<file path="src/rtl/comb_logic_pkg.sv">
// comb_logic_pkg: shared constants and per-bit gate-network functions for comb_logic_pipe
// Ports: none (package). eval_x/eval_y work on a single bit; callers apply them across
// any vector width, which keeps them WIDTH-generic.
package comb_logic_pkg;
    localparam int STATS_W = 16;

    function automatic logic eval_x(input logic a, input logic b, input logic c);
        return ~c ^ (a | b);
    endfunction

    // The original lab network; it reduces to a & b.
    function automatic logic eval_y(input logic a, input logic b);
        return (~(a & b) ^ (a | b)) & (a | b);
    endfunction
endpackage

</file>
<file path="src/rtl/comb_logic_pipe_if.sv">
// comb_logic_pipe_if: operand/result handshake bundle for comb_logic_pipe
// Ports: in_valid/in_ready/a/b/c (operand side), out_valid/out_ready/x/y (result side),
// level (FIFO occupancy). slave = design view, master = driver/consumer view.
interface comb_logic_pipe_if #(parameter int WIDTH = 8, parameter int DEPTH = 4);
    logic in_valid, in_ready, out_valid, out_ready;
    logic [WIDTH-1:0] a, b, c, x, y;
    logic [$clog2(DEPTH):0] level;
    modport master(output in_valid, a, b, c, out_ready, input in_ready, out_valid, x, y, level);
    modport slave(input in_valid, a, b, c, out_ready, output in_ready, out_valid, x, y, level);
endinterface

</file>
<file path="src/rtl/comb_logic_fifo.sv">
// comb_logic_fifo: DEPTH-entry synchronous FIFO with fully registered outputs
// Ports: clk, reset (sync, active-high); i_valid/o_in_ready push handshake with i_data;
// o_out_valid/i_ready pop handshake with o_data (registered head); o_level occupancy.
module comb_logic_fifo #(
    parameter int DEPTH = 4,
    parameter type T = logic
) (
    input  logic                   clk,
    input  logic                   reset,
    input  logic                   i_valid,
    input  logic                   i_ready,
    input  T                       i_data,
    output logic                   o_in_ready,
    output logic                   o_out_valid,
    output T                       o_data,
    output logic [$clog2(DEPTH):0] o_level
);
    localparam int AW = $clog2(DEPTH);
    T r_mem [DEPTH];
    T r_head, w_head_n;
    logic [AW-1:0] r_wr, r_rd, w_rd_n;
    logic [AW:0] r_cnt, w_cnt_n;
    logic r_in_ready, r_out_valid, w_push, w_pop;
    always_comb begin
        w_push = i_valid & r_in_ready;
        w_pop = r_out_valid & i_ready;
        w_cnt_n = r_cnt + (AW+1)'(w_push) - (AW+1)'(w_pop);
        w_rd_n = r_rd + AW'(w_pop);
        // Head is prefetched: when the FIFO would otherwise drain this cycle, the incoming
        // word becomes the head directly; going empty keeps the last head value.
        w_head_n = (w_cnt_n == '0) ? r_head : (r_cnt == (AW+1)'(w_pop)) ? i_data : r_mem[w_rd_n];
    end
    always_ff @(posedge clk) begin
        if (w_push) r_mem[r_wr] <= i_data;
    end
    always_ff @(posedge clk) begin
        if (reset) begin
            r_wr <= '0;
            r_rd <= '0;
            r_cnt <= '0;
            r_head <= '0;
            r_in_ready <= 1'b1;
            r_out_valid <= 1'b0;
        end else begin
            r_wr <= r_wr + AW'(w_push);
            r_rd <= w_rd_n;
            r_cnt <= w_cnt_n;
            r_head <= w_head_n;
            r_in_ready <= w_cnt_n != (AW+1)'(DEPTH);
            r_out_valid <= w_cnt_n != '0;
        end
    end
    assign o_in_ready = r_in_ready;
    assign o_out_valid = r_out_valid;
    assign o_data = r_head;
    assign o_level = r_cnt;
endmodule

</file>
<file path="src/rtl/comb_logic_pipe.sv">
// comb_logic_pipe: pipelined bitwise x = ~c ^ (a | b), y = a & b with an output FIFO
// Ports: clk, reset (sync, active-high); bus (comb_logic_pipe_if.slave) carries the
// operand/result handshakes and level. Optional macro CLP_STATS_EN adds stats_clr input
// and stats_acc/stats_hit saturating counters; without it those ports do not exist.
module comb_logic_pipe
    import comb_logic_pkg::*;
#(
    parameter int WIDTH = 8,
    parameter int DEPTH = 4
) (
    input  logic               clk,
    input  logic               reset,
`ifdef CLP_STATS_EN
    input  logic               stats_clr,
    output logic [STATS_W-1:0] stats_acc,
    output logic [STATS_W-1:0] stats_hit,
`endif
    comb_logic_pipe_if.slave   bus
);
    typedef struct packed {
        logic [WIDTH-1:0] x;
        logic [WIDTH-1:0] y;
    } result_t;
    result_t w_res, w_head;
    always_comb begin
        w_res = '0;
        for (int i = 0; i < WIDTH; i++) begin
            w_res.x[i] = eval_x(bus.a[i], bus.b[i], bus.c[i]);
            w_res.y[i] = eval_y(bus.a[i], bus.b[i]);
        end
    end
    comb_logic_fifo #(.DEPTH(DEPTH), .T(result_t)) u_fifo (
        .clk         (clk),
        .reset       (reset),
        .i_valid     (bus.in_valid),
        .i_ready     (bus.out_ready),
        .i_data      (w_res),
        .o_in_ready  (bus.in_ready),
        .o_out_valid (bus.out_valid),
        .o_data      (w_head),
        .o_level     (bus.level)
    );
    assign bus.x = w_head.x;
    assign bus.y = w_head.y;
`ifdef CLP_STATS_EN
    logic w_acc;
    logic [STATS_W-1:0] r_acc, r_hit;
    assign w_acc = bus.in_valid & bus.in_ready;
    always_ff @(posedge clk) begin
        if (reset || stats_clr) begin
            r_acc <= '0;
            r_hit <= '0;
        end else if (w_acc) begin
            if (r_acc != '1) r_acc <= r_acc + STATS_W'(1);
            if (w_res.y != '0 && r_hit != '1) r_hit <= r_hit + STATS_W'(1);
        end
    end
    assign stats_acc = r_acc;
    assign stats_hit = r_hit;
`endif
endmodule

</file>
<file path="src/flat_wrapper.sv">
// flat-port wrapper written by rule: the top's interface ports become plain ports
module comb_logic_pipe_flat import comb_logic_pkg::*;
#(
    parameter int WIDTH = 8,
    parameter int DEPTH = 4
)
  (clk, reset, bus_in_valid, bus_a, bus_b, bus_c, bus_out_ready, bus_in_ready, bus_out_valid, bus_x, bus_y, bus_level);
  comb_logic_pipe_if #(.WIDTH(WIDTH), .DEPTH(DEPTH)) bus_i ();
  input  logic clk;
  input  logic reset;
  input wire logic [$bits(bus_i.in_valid)-1:0] bus_in_valid;
  input wire logic [$bits(bus_i.a)-1:0] bus_a;
  input wire logic [$bits(bus_i.b)-1:0] bus_b;
  input wire logic [$bits(bus_i.c)-1:0] bus_c;
  input wire logic [$bits(bus_i.out_ready)-1:0] bus_out_ready;
  output wire logic [$bits(bus_i.in_ready)-1:0] bus_in_ready;
  output wire logic [$bits(bus_i.out_valid)-1:0] bus_out_valid;
  output wire logic [$bits(bus_i.x)-1:0] bus_x;
  output wire logic [$bits(bus_i.y)-1:0] bus_y;
  output wire logic [$bits(bus_i.level)-1:0] bus_level;
  assign bus_i.in_valid = bus_in_valid;
  assign bus_i.a = bus_a;
  assign bus_i.b = bus_b;
  assign bus_i.c = bus_c;
  assign bus_i.out_ready = bus_out_ready;
  assign bus_in_ready = bus_i.in_ready;
  assign bus_out_valid = bus_i.out_valid;
  assign bus_x = bus_i.x;
  assign bus_y = bus_i.y;
  assign bus_level = bus_i.level;
  comb_logic_pipe #(.WIDTH(WIDTH), .DEPTH(DEPTH)) u_core (.clk(clk), .reset(reset), .bus(bus_i));
endmodule
</file>
<file path="config.mk">
export PLATFORM = sky130hd
export DESIGN_NAME = comb_logic_pipe_flat
export DESIGN_NICKNAME = d
export VERILOG_FILES = /design/src/rtl/comb_logic_pkg.sv /design/src/rtl/comb_logic_pipe_if.sv /design/src/rtl/comb_logic_fifo.sv /design/src/rtl/comb_logic_pipe.sv /design/src/flat_wrapper.sv
export SDC_FILE = /design/constraint.sdc
export NUM_CORES = 1
export LEC_CHECK = 0
export BUFFER_PORTS_ARGS = -buffer_cell sky130_fd_sc_hd__buf_4
export CELL_PAD_IN_SITES_DETAIL_PLACEMENT = 1
export CELL_PAD_IN_SITES_GLOBAL_PLACEMENT = 2
export CORE_MARGIN = 4
export CORE_UTILIZATION = 44
export DETAILED_ROUTE_END_ITERATION = 16
export PLACE_DENSITY = 0.81
export RECOVER_POWER = 100
export SLEW_MARGIN = 20
export SYNTH_ARGS = -nofsm -noshare
export SYNTH_HDL_FRONTEND = slang
export SYNTH_HIERARCHICAL = 1
export SYNTH_SLANG_ARGS = --single-unit
</file>
<file path="constraint.sdc">
create_clock -name clk -period 3.7 [get_ports clk]
set_input_delay 0.74 -clock clk [delete_from_list [all_inputs] [get_ports clk]]
set_output_delay 0.74 -clock clk [all_outputs]
set_load 0.02 [all_outputs]
</file>
# --- Yosys cells after proc, flatten, opt, wreduce, memory -nomap -nowiden ---
# Memory sizes are Yosys's and may differ from the RTL's.
# Index checks and enable logic that the tools add are counted.
word_totals:
  register_bits: 25
  latchBits: 0
  ramBits: 64
  rom_bits: 0
  output_inout_bits: 21
  wordCells: 77
  memories: 1
memory_table:
  columns: ["name", "depth", "word_bits", "read_ports", "rd_clocked_by_memory_dff", "wr", "line", "source"]
  rows:
  - ["u_core.u_fifo.r_mem", 4, 16, 1, 0, 1, "comb_logic_fifo.sv:19", "T r_mem [DEPTH];"]
op_classes:
  addsub: 4
  multipliers: 0
  n_div: 0
  order_cmp: 0
  n_eq_ne: 2
  shift: 0
  muxes: 3
  n_bitwise: 58
  n_reduce_logical: 2
op_table:
  columns: ["operator", "n"]
  rows:
  - ["bitwise AND 1 bit", 18]
  - ["2-to-1 mux 16 bit", 1]
  - ["NOT 1 bit", 16]
  - ["bitwise XOR 1 bit", 16]
  - ["bitwise OR 1 bit", 8]
  - ["adder 2 x 1 -> 2 bit", 2]
  - ["adder 3 x 1 -> 3 bit", 1]
  - ["equality test 3 x 1 -> 1 bit", 1]
  - ["logical NOT 3 bit", 1]
  - ["!= test 3 bit, second input constant", 1]
  - ["nonzero test 3 bit", 1]
  - ["subtractor 3 x 1 -> 3 bit", 1]
  - ["2-to-1 mux 1 bit", 2]

# --- Longest topological paths before layout ---
# Gate-level depths: netlist (run 1).
depth:
  word_depth: 5
  mapped_depth: 9
  depth_no_buf: 8

# --- Modules after synthesis ---
# The synthesis (run 1) kept the hierarchy.
by_module_without_submodules:
  columns: ["module", "instances", "cells_per_inst", "area_per_inst_um2", "seq_area_each_um2"]
  rows:
  - ["comb_logic_fifo", 1, 211, 3525.9, 2422.3]
  - ["comb_logic_pipe", 1, 24, 160.2, 0.0]

# --- Least setup slack after synthesis (run 1) ---
# Ideal clock, no wire load.
synth_path:
  kind: "input-to-reg"
  start: "input bus_in_valid"
  end: "memory u_core/u_fifo/r_mem[1][0] in the netlist's numbering, enable pin"
  arrival_ps: 2152
  required_time_ps: 3287
  setup_slack_ps: 1135
  stages: 2
  path_cell_list: "nand2_1 nor3b_1"
synth_via:
  elab_chain_len: 3
synth_rtl:
  columns: ["item", "line", "source"]
  rows:
  - ["start, declared", "flat_wrapper.sv:11", "input wire logic [$bits(bus_i.in_valid)-1:0] bus_in_valid;"]
  - ["bitwise AND 1 bit", "comb_logic_fifo.sv:25", "w_push = i_valid & r_in_ready;"]
  - ["2-to-1 mux 1 bit", "comb_logic_fifo.sv:34", "if (w_push) r_mem[r_wr] <= i_data;"]
  - ["2-to-1 mux 1 bit (not written as such)", "comb_logic_fifo.sv:34", null]
  - ["end, declared", "comb_logic_fifo.sv:19", null]
# No other way between the ends.

# --- Worst setup path in the final report (run 1) ---
layout_path:
  start: "input bus_out_ready"
  end: "register u_core.u_fifo.r_head, in the netlist u_core/u_fifo/o_data[11]"
layout_via:
  elab_chain_len: 4
  elab_cells_between_ends: 7
layout_rtl:
  columns: ["item", "line", "source"]
  rows:
  - ["start, declared", "flat_wrapper.sv:15", "input wire logic [$bits(bus_i.out_ready)-1:0] bus_out_ready;"]
  - ["bitwise AND 1 bit", "comb_logic_fifo.sv:26", "w_pop = r_out_valid & i_ready;"]
  - ["adder 2 x 1 -> 2 bit", "comb_logic_fifo.sv:28", "w_rd_n = r_rd + AW'(w_pop);"]
  - ["named net u_core.u_fifo.w_rd_n[0]", "comb_logic_fifo.sv:21", "logic [AW-1:0] r_wr, r_rd, w_rd_n;"]
  - ["memory (4 x 16 bit)", null, null]
  - ["2-to-1 mux 16 bit", "comb_logic_fifo.sv:31", "w_head_n = (w_cnt_n == '0) ? r_head : (r_cnt == (AW+1)'(w_pop)) ? i_data : r_mem[w_rd_n];"]
  - ["end signal, assigned", "comb_logic_fifo.sv:48", "r_head <= w_head_n;"]
  - ["end, declared", "comb_logic_fifo.sv:20", "T r_head, w_head_n;"]
# The timed path passes the listed nets, and every way through them passes these cells.
# A chain may end at the register's enable or synchronous reset.

==> impl_metrics.tcl, run 1 <==
set metrics [dict create \
    status "completed" \
    gp_congestion 0.652 \
    grt_max_degree 34 \
    rsz0062_at_grt "false" \
    dieArea_sq_mm 0.00991 \
    post_cts_buffers 0 \
    cts_sinks 89 \
    netlist_area_sq_mm 0.00369 \
    worst_slew_pin_slew_ns 1.17 \
    setup_viol 0 \
    drc 0 \
    cts-hold-fix-buffers 0 \
    utilization_pct 51.4 \
    crit_path_max_fanout 13 \
    yosys_register_bits 89 \
    grt_first_pass_wirelength_microns 12300 \
    port_buffers 48 \
    initial_core_util_pct 45.1 \
    critPathLaunchType "primary input" \
    p_switching_mw 1.32 \
    power_density_mw_per_mm2 853 \
    fp.dieW_microns 99.5 \
    clock_skew_ns 0.0107 \
    end_kind "register" \
    ant_nets 0 \
    fin_nets 323 \
    cts_tree "built" \
    area_growth_pct 14.1 \
    cts_made_buffers 9 \
    required_ns 3.90 \
    p_seq_share_pct 39.0 \
    hold_path.class "register to register" \
    vias 2143 \
    fin_crit_sh_pct 80.0 \
    num_antenna_cells 0 \
    synth_area_per_cell_sq_um 15.7 \
    drt-initial-drc-count 183 \
    insertion_delay_ns 0.35 \
    clk_pin_slew_worst_paths_ns 0.09 \
    worstSetupPathType "primary input to register" \
    wire_per_inst_microns 19.5 \
    postSynthNetCount 267 \
    grt_pass1_vias 2356 \
    power_frac_comb_pct 40.5 \
    h-tree-depth 3 \
    power.leakage_nw 1.48 \
    rows 33 \
    die_h_microns 99.5 \
    io_pins 49 \
    seq_area_frac_synth_pct 65.7 \
    power_mw 3.59 \
    dpl_cell_area_sq_mm 0.00418 \
    clockBufferDepth 2 \
    grt_overflow_total 0 \
    track_usage_pct 16.5 \
    routed_wl_microns 7820 \
    final_area_sq_mm 0.00421 \
    antenna_found_initial 0 \
    yosysWarnings 6 \
    synth_cell_types 31 \
    dp_hpwl_microns 4870 \
    core-area_sq_mm 0.00818 \
    maxCapViolCount 0 \
    fin_crit_ns 2.96 \
    intPower_mw 2.27 \
    slew_viol_final 0 \
    cts-resized-gates 0 \
    finalHoldViolCount 0 \
    viasPerCell 5.34 \
    first_pass_iters 4 \
    vdd_drop_max_v 0.000362 \
    arrival_ns 3.16 \
    p_sw_share_pct 36.8 \
    fmax_mhz 338 \
    relSlewSlack_pct 21.8 \
    synthesis.instances 235 \
    setup_tns_ns 0 \
    p_clk_share_pct 20.5 \
    layout-drive-gt1-share_pct 20.6 \
    clockRootBuffer "clkbuf_8" \
]
[through the flow]
step                std cells  setup WS (ns)  hold slack, ns
global route              401          0.485           0.495
finish                    401          0.740           0.472
CTS                       401          0.979           0.473
floorplan                 235           1.13           0.525
detailed placement        385          0.618           0.458
global placement          385          0.743           0.456
[state kept, by name (all words and copies together), names as in the netlist]
register                   count
u_core/u_fifo/o_data          16
u_core/u_fifo/r_mem           64
u_core/u_fifo/o_out_valid      1
u_core/u_fifo/r_wr             2
u_core/u_fifo/o_in_ready       1
u_core/u_fifo/o_level          3
u_core/u_fifo/r_rd             2
[placed cells by master (no fill, tap or decap), drive strengths merged]
| cell | netlist | final |
|---|---|---|
| bufinv | 0 | 2 |
| mux4 | 16 | 16 |
| clkinv | 0 | 2 |
| nor2b | 6 | 6 |
| clkbuf | 1 | 56 |
| a211o | 1 | 1 |
| a221oi | 16 | 16 |
| nor2 | 11 | 11 |
| xor2 | 9 | 9 |
| xnor3 | 1 | 1 |
| fa | 1 | 1 |
| nor3b | 2 | 2 |
| inv | 18 | 19 |
| edfxtp | 64 | 64 |
| xnor2 | 2 | 2 |
| and3 | 1 | 1 |
| nor3 | 2 | 2 |
| dfxtp | 25 | 25 |
| a21oi | 16 | 16 |
| nand2 | 19 | 19 |
| nand3 | 1 | 1 |
| buf | 9 | 10 |
| and2 | 9 | 9 |
| a21o | 1 | 1 |
| ha | 3 | 3 |
| a211oi | 1 | 1 |
[worst max-delay path, stage by stage]
cell      delay [ns]
clkbuf_1        0.09
and2_0          0.20
ha_1            0.49
clkbuf_1        0.83
mux4_2          0.62
nand2_1         0.09
a221oi_1        0.09
[layer usage]
metal  track usage, %  part of all wire [%]
met5                0                     0
met4             4.41                  0.74
met3             4.07                   5.1
met2             29.1                    52
met1             20.3                    42
[power groups by stage]
stage	clock network [mW]	registers [mW]	logic, mW
after detailed placement	0	1.43	1.70
after global routing	0.795	1.43	1.60
after floorplan	0	1.51	1.17
after global placement	0	1.41	1.65
final	0.734	1.40	1.45
after CTS	0.755	1.40	1.71
[Yosys cell counts]
library cell  count  area [sq um]
and3_1            1          6.26
a221oi_2         13           195
mux4_1            1          26.3
a21oi_1          16          80.1
a211oi_2          1          12.5
nand2_1          19          71.3
nor2b_1           6          37.5
buf_2             4          20.0
nor3_1            1          5.00
buf_1             2          7.51
and2_1            1          6.26
buf_4             1          7.51
dfxtp_1          25           500
buf_6             2          22.5
nor3b_1           2          15.0
xnor2_1           2          17.5
nor2_1           11          41.3
clkbuf_1          1          3.75
nor3_4            1          16.3
inv_1            18          67.6
a211o_1           1          8.76
mux4_2           15           338
edfxtp_1         64          1920
xnor3_1           1          22.5
and2_2            8          60.1
a221oi_1          3          26.3
fa_1              1          20.0
xor2_1            9          78.8
nand3_1           1          5.00
a21o_1            1          7.51
ha_1              3          37.5
[worst paths after layout]
path,from,to,slack [ns],cells past startpoint
hold reg to reg,u_core/u_fifo/o_data[13],u_core/u_fifo/o_data[13],0.47,2
setup reg to reg,u_core/u_fifo/o_out_valid,u_core/u_fifo/o_data[11],0.87,6
hold / removal,u_core/u_fifo/o_data[13],u_core/u_fifo/o_data[13],0.47,2
setup / recovery,bus_out_ready,u_core/u_fifo/o_data[11],0.74,7
[kinds of logic after synthesis]
family,count (synthesis),synth area share (%)
XOR/XNOR,12,3.22
multiplexers,16,9.88
AND/OR/NAND/NOR,51,7.16
AO/OA/AOI/OAI,35,8.96
adder cells (fa/ha/maj),4,1.56
buffers and inverters,28,3.50
flip-flops,89,65.7
[area by class of cell]
cell class	instances	area, sq um
clock buffer	11	141
clock inverter	5	77.6
fill	836	3970
inverter	18	67.6
multi-input combinational	118	1060
sequential	89	2420
tap	105	131
timing repair buffer	55	309
No activity file was read; power rests on OpenSTA's default activity.
==> run 2, diff against run 1 <==
--- a/config.mk
+++ b/config.mk
@@ -9,9 +9,9 @@
 export CELL_PAD_IN_SITES_DETAIL_PLACEMENT = 1
 export CELL_PAD_IN_SITES_GLOBAL_PLACEMENT = 2
 export CORE_MARGIN = 4
-export CORE_UTILIZATION = 44
+export CORE_UTILIZATION = 37
 export DETAILED_ROUTE_END_ITERATION = 16
-export PLACE_DENSITY = 0.81
+export PLACE_DENSITY = 0.72
 export RECOVER_POWER = 100
 export SLEW_MARGIN = 20
 export SYNTH_ARGS = -nofsm -noshare
==> constraint.sdc (replaced) <==
create_clock -name clk -period 2.4 [get_ports clk]
set_input_delay 0.48 -clock clk [delete_from_list [all_inputs] [get_ports clk]]
set_output_delay 0.48 -clock clk [all_outputs]
set_load 0.02 [all_outputs]
==> impl_metrics.tcl, run 2 (synthesis gave the netlist of run 1 again) <==
set metrics [dict create \
    holdWs_ns 0.466 \
    power_density_mw_per_mm2 1460 \
    p_clk_share_pct 15.9 \
    num_antenna_cells 0 \
    fin_nets 344 \
    crit_path_max_fanout 5 \
    status "completed" \
    routed_wl_microns 7930 \
    clockRootBuffer "clkbuf_8" \
    mostFrequentLayoutCell "edfxtp_1" \
    fin_crit_ns 2.33 \
    power_frac_comb_pct 51.7 \
    worstSetupPathType "register to register" \
    setup_viol 0 \
    vias 2173 \
    cts_sinks 89 \
    r2r_end "u_core/u_fifo/o_data[3]" \
    drt-initial-drc-count 93 \
    grt_max_degree 25 \
    ant_nets 0 \
    fin_crit_sh_pct 97.2 \
    gp_congestion 0.732 \
    fmax_mhz 429 \
    h-tree-depth 3 \
    regArea_sq_mm 0.00242 \
    finalHoldViolCount 0 \
    worstHoldPathCells 2 \
    grt_first_pass_wirelength_microns 12300 \
    p_sw_share_pct 35.7 \
    p_switching_mw 2.37 \
    rr_worst_depth 11 \
    multi_input_area_sq_mm 0.00114 \
    dieArea_sq_mm 0.0116 \
    vdd_drop_max_v 0.000669 \
    dp_hpwl_microns 5080 \
    p_seq_share_pct 32.4 \
    rows 36 \
    clock_skew_ns 0.00926 \
    whs_endpoint "u_core/u_fifo/o_data[5]" \
    area_growth_pct 23.5 \
    drc 0 \
    hold_path.class "register to register" \
    worst_slew_pin_slew_ns 0.860 \
    first_pass_iters 4 \
    reg2reg_from "u_core/u_fifo/o_out_valid" \
    intPower_mw 4.27 \
    port_buffers 48 \
    layout-drive-gt1-share_pct 30.3 \
    antenna_found_initial 0 \
    core-area_sq_mm 0.00973 \
    final_area_sq_mm 0.00455 \
    clk_pin_slew_worst_paths_ns 0.09 \
    required_ns 2.67 \
    filler_cell_count 1010 \
    end_kind "register" \
    arrival_ns 2.60 \
    cts_tree "built" \
    top_register "u_core/u_fifo/r_mem" \
    holdCritStartpoint "u_core/u_fifo/o_data[5]" \
    io_pins 49 \
    setup_tns_ns 0 \
    critPathLaunchType "register" \
    initial_core_util_pct 37.9 \
    slew_viol_final 0 \
    layout_common_cells "edfxtp_1, clkbuf_1, dfxtp_1" \
    cts_made_buffers 9 \
    die_h_microns 108 \
    maxCapViolCount 0 \
    insertion_delay_ns 0.35 \
    clockBufferDepth 2 \
    r2r_slack_ns 0.07 \
    grt_pass1_vias 2319 \
    dpl_cell_area_sq_mm 0.00434 \
    largest_reg_flops 64 \
    viasPerCell 4.83 \
    grt_overflow_total 0 \
    relSlewSlack_pct 42.7 \
    wire_per_inst_microns 17.6 \
    track_usage_pct 14.0 \
    power.leakage_nw 1.62 \
    fp.dieW_microns 108 \
]
[run 2: cell count changes in the layout (fill, tap and decap cells not counted), sizes merged]
cell    change
buf        +18
bufinv      -1
clkbuf      +4
[run 2: critical path, stage by stage, from the launching register on]
cell	delay [ns]
dfxtp_2	0.34
and2_4	0.16
xnor2_1	0.13
ha_2	0.18
fa_2	0.33
xnor3_1	0.28
nor3_4	0.07
buf_12	0.13
buf_6	0.12
clkbuf_16	0.15
buf_4	0.13
a221oi_2	0.24
[run 2: final cells by class]
cell class / count / area share [%]
clock buffer: 12 / 3.41
clock inverter: 4 / 1.13
inverter: 18 / 1.48
multi-input combinational: 118 / 25.1
sequential: 89 / 53.2
tap: 133 / 3.65
timing repair buffer: 76 / 12.0
[run 2: power by group through the flow]
stage	combinational (mW)	sequential, mW	clock, mW
global placement	2.86	2.18	0
detailed placement	2.93	2.20	0
floorplan	1.80	2.32	0
global route	3.75	2.20	1.16
finish	3.44	2.16	1.06
CTS	2.93	2.16	1.10
[run 2: what timing repair did]
action,4_1_cts,5_1_grt
setup buffers,0,8
endpoints found under the hold margin,0,0
hold buffers,0,0
endpoints found under the setup margin,0,9
gates resized for setup,0,7
[run 2: per-layer routing]
layer / vias up / share of wire [%] / track usage [%]
met5: - / 0 / 0
met4: 0 / 1.1 / 3.25
met3: 8 / 3.3 / 3.48
met2: 38 / 54 / 25.2
met1: 1093 / 42 / 16.8
li1: 1034 / - / -
[run 2: worst max-delay path by stage]
stage,start,to,cells past startpoint
floorplan,bus_in_valid,u_core/u_fifo/r_mem[1][0],2
detailed placement,bus_out_ready,u_core/u_fifo/o_data[15],10
global route,u_core/u_fifo/o_out_valid,u_core/u_fifo/o_data[9],11
CTS,u_core/u_fifo/o_out_valid,u_core/u_fifo/o_data[15],9
global placement,bus_out_ready,u_core/u_fifo/o_data[15],10
finish,u_core/u_fifo/o_out_valid,u_core/u_fifo/o_data[3],11
[run 2: per-stage QoR]
step | setup slack [ns] | power (mW) | std cells | util, %
6_report | 0.0683 | 6.65 | 450 | 46.8
2_1_floorplan | 0.0949 | 4.12 | 235 | -
3_3_place_gp | -0.0990 | 5.03 | 423 | 44.7
3_5_place_dp | -0.149 | 5.12 | 423 | 44.7
5_1_grt | -0.0242 | 7.10 | 450 | 46.8
4_1_cts | 0.0671 | 6.19 | 439 | 46.8
==> run 3, diff against run 2 <==
--- a/config.mk
+++ b/config.mk
@@ -5,13 +5,15 @@
 export SDC_FILE = /design/constraint.sdc
 export NUM_CORES = 1
 export LEC_CHECK = 0
+export ABC_CLOCK_PERIOD_IN_PS = 2400
 export BUFFER_PORTS_ARGS = -buffer_cell sky130_fd_sc_hd__buf_4
 export CELL_PAD_IN_SITES_DETAIL_PLACEMENT = 1
 export CELL_PAD_IN_SITES_GLOBAL_PLACEMENT = 2
 export CORE_MARGIN = 4
-export CORE_UTILIZATION = 37
+export CORE_UTILIZATION = 38
+export CTS_BUF_LIST = sky130_fd_sc_hd__clkbuf_4 sky130_fd_sc_hd__clkbuf_8
 export DETAILED_ROUTE_END_ITERATION = 16
-export PLACE_DENSITY = 0.72
+export PLACE_DENSITY = 0.74
 export RECOVER_POWER = 100
 export SLEW_MARGIN = 20
 export SYNTH_ARGS = -nofsm -noshare
==> impl_metrics.tcl, run 3 (synthesis gave the netlist of run 1 again) <==
set metrics [dict create \
    status "completed" \
    dp_hpwl_microns 5290 \
    grt_overflow_total 0 \
    insertion_delay_ns 0.35 \
    arrival_ns 2.57 \
    area_growth_pct 26.4 \
    mostFrequentLayoutCell "edfxtp_1" \
    fin_crit_ns 2.31 \
    cts_sinks 89 \
    fin_nets 344 \
    fmax_mhz 433 \
    power.leakage_nw 1.72 \
    worstSetupPathType "register to register" \
    port_buffers 48 \
    drc 0 \
    vias 2200 \
    max_stage_delay_ns 0.36 \
    fp.dieW_microns 106 \
    vdd_drop_max_v 0.000518 \
    maxCapViolCount 0 \
    initial_core_util_pct 39.5 \
    wire_per_inst_microns 18.4 \
    cts_tree "built" \
    fin_crit_sh_pct 96.2 \
    finalHoldViolCount 0 \
    slew_viol_final 0 \
    grt_first_pass_wirelength_microns 12800 \
    ant_nets 0 \
    grt_max_degree 25 \
    antenna_found_initial 0 \
    track_usage_pct 15.2 \
    num_antenna_cells 0 \
    first_pass_iters 4 \
    largest_reg_flops 64 \
    path_cells "and2_4, xnor2_1, ha_2, fa_2, xnor3_1, nor3_4, buf_6, buf_12, a21oi_2, a221oi_2" \
    setup_viol 0 \
    top_register "u_core/u_fifo/r_mem" \
    rsz0062_at_grt "true" \
    power_density_mw_per_mm2 1420 \
    worst_path_max_delay_cell "fa_2" \
    gp_congestion 0.724 \
    dieArea_sq_mm 0.0113 \
    layout_common_cells "edfxtp_1, buf_4, dfxtp_1" \
    clock_skew_ns 0.0109 \
    dpl_worst_slack_ns -0.217 \
    end_kind "register" \
    required_ns 2.66 \
    h-tree-depth 3 \
    clk_pin_slew_worst_paths_ns 0.09 \
    worstHoldPathCells 2 \
    fin_ws_ns 0.0911 \
    clockRootBuffer "clkbuf_8" \
    routed_wl_microns 8190 \
    hold_path.class "register to register" \
    clockBufferDepth 2 \
    core-area_sq_mm 0.00933 \
    critPathLaunchType "register" \
    relSlewSlack_pct 71.5 \
    drt-initial-drc-count 85 \
    rows 35 \
    viasPerCell 4.93 \
    crit_path_max_fanout 4 \
    cts_made_buffers 9 \
    die_h_microns 106 \
    rr_worst_depth 10 \
    layout-drive-gt1-share_pct 41.6 \
    grt_pass1_vias 2340 \
    holdWs_ns 0.470 \
    io_pins 49 \
    worst_slew_pin_slew_ns 0.427 \
]
-- run 3: changes by cell type in the layout (fill, tap and decap cells not counted), sizes merged --
cell and delta:
clkinv +1, clkinvlp +2, inv -1, buf +31
clkbuf -33
-- run 3: report_power, final --
part / leakage [nW] / switching [mW] / total, mW / internal [mW]
clock network: 0.0931 / 0.513 / 0.999 / 0.486
registers: 0.800 / 0.153 / 2.16 / 2.01
logic: 0.831 / 1.73 / 3.46 / 1.73
total: 1.72 / 2.40 / 6.62 / 4.22
-- run 3: critical path, delay by kind of cell (launching register included) --
family,cells,cell delay [ns]
adder cells (fa/ha/maj),2,0.54
AO/OA/AOI/OAI,2,0.29
XOR/XNOR,2,0.36
buffers and inverters,2,0.27
AND/OR/NAND/NOR,2,0.41
flip-flops,1,0.34
-- run 3: final cells by class --
cell class,instances,area (sq um)
multi-input combinational,118,1170
tap,129,161
clock buffer,10,131
sequential,89,2420
inverter,18,67.6
timing repair buffer,76,651
clock inverter,6,58.8
fill,956,4670
-- run 3: per-stage QoR --
stage	setup TNS (ns)	util, %	power [mW]	cells	area [sq um]
2_1_floorplan	0	-	4.12	235	3690
3_3_place_gp	-0.661	47.0	5.13	425	4380
3_5_place_dp	-2.37	47.0	5.26	425	4380
4_1_cts	-0.00194	49.0	6.27	441	4570
5_1_grt	-0.0440	50.0	7.08	446	4660
6_report	0	50.0	6.62	446	4660
-- run 3: path summary, 6_finish.rpt --
| path | slack [ns] | to | start |
|---|---|---|---|
| worst max register to register | 0.09 | u_core/u_fifo/o_data[12] | u_core/u_fifo/o_out_valid |
| worst max-delay path | 0.09 | u_core/u_fifo/o_data[12] | u_core/u_fifo/o_out_valid |
| worst min register to register | 0.47 | u_core/u_fifo/o_data[2] | u_core/u_fifo/o_data[2] |
| worst min-delay path | 0.47 | u_core/u_fifo/o_data[2] | u_core/u_fifo/o_data[2] |
-- run 3: timing repair --
| item | in CTS | in global routing |
|---|---|---|
| endpoints found under the setup margin | 1 | 12 |
| cloned | 0 | 1 |
| pin swaps | 0 | 6 |
| buffers inserted | 0 | 4 |
| gates resized for setup | 0 | 13 |
| hold buffers | 0 | 0 |
-- run 3: routing by layer --
metal  vias up  track usage (%)  wire length (microns)
met5         -                0                      0
li1       1029                -                      -
met2        43             26.3                   4310
met3         8             3.58                    305
met1      1120             19.1                   3490
met4         0             4.38                     80
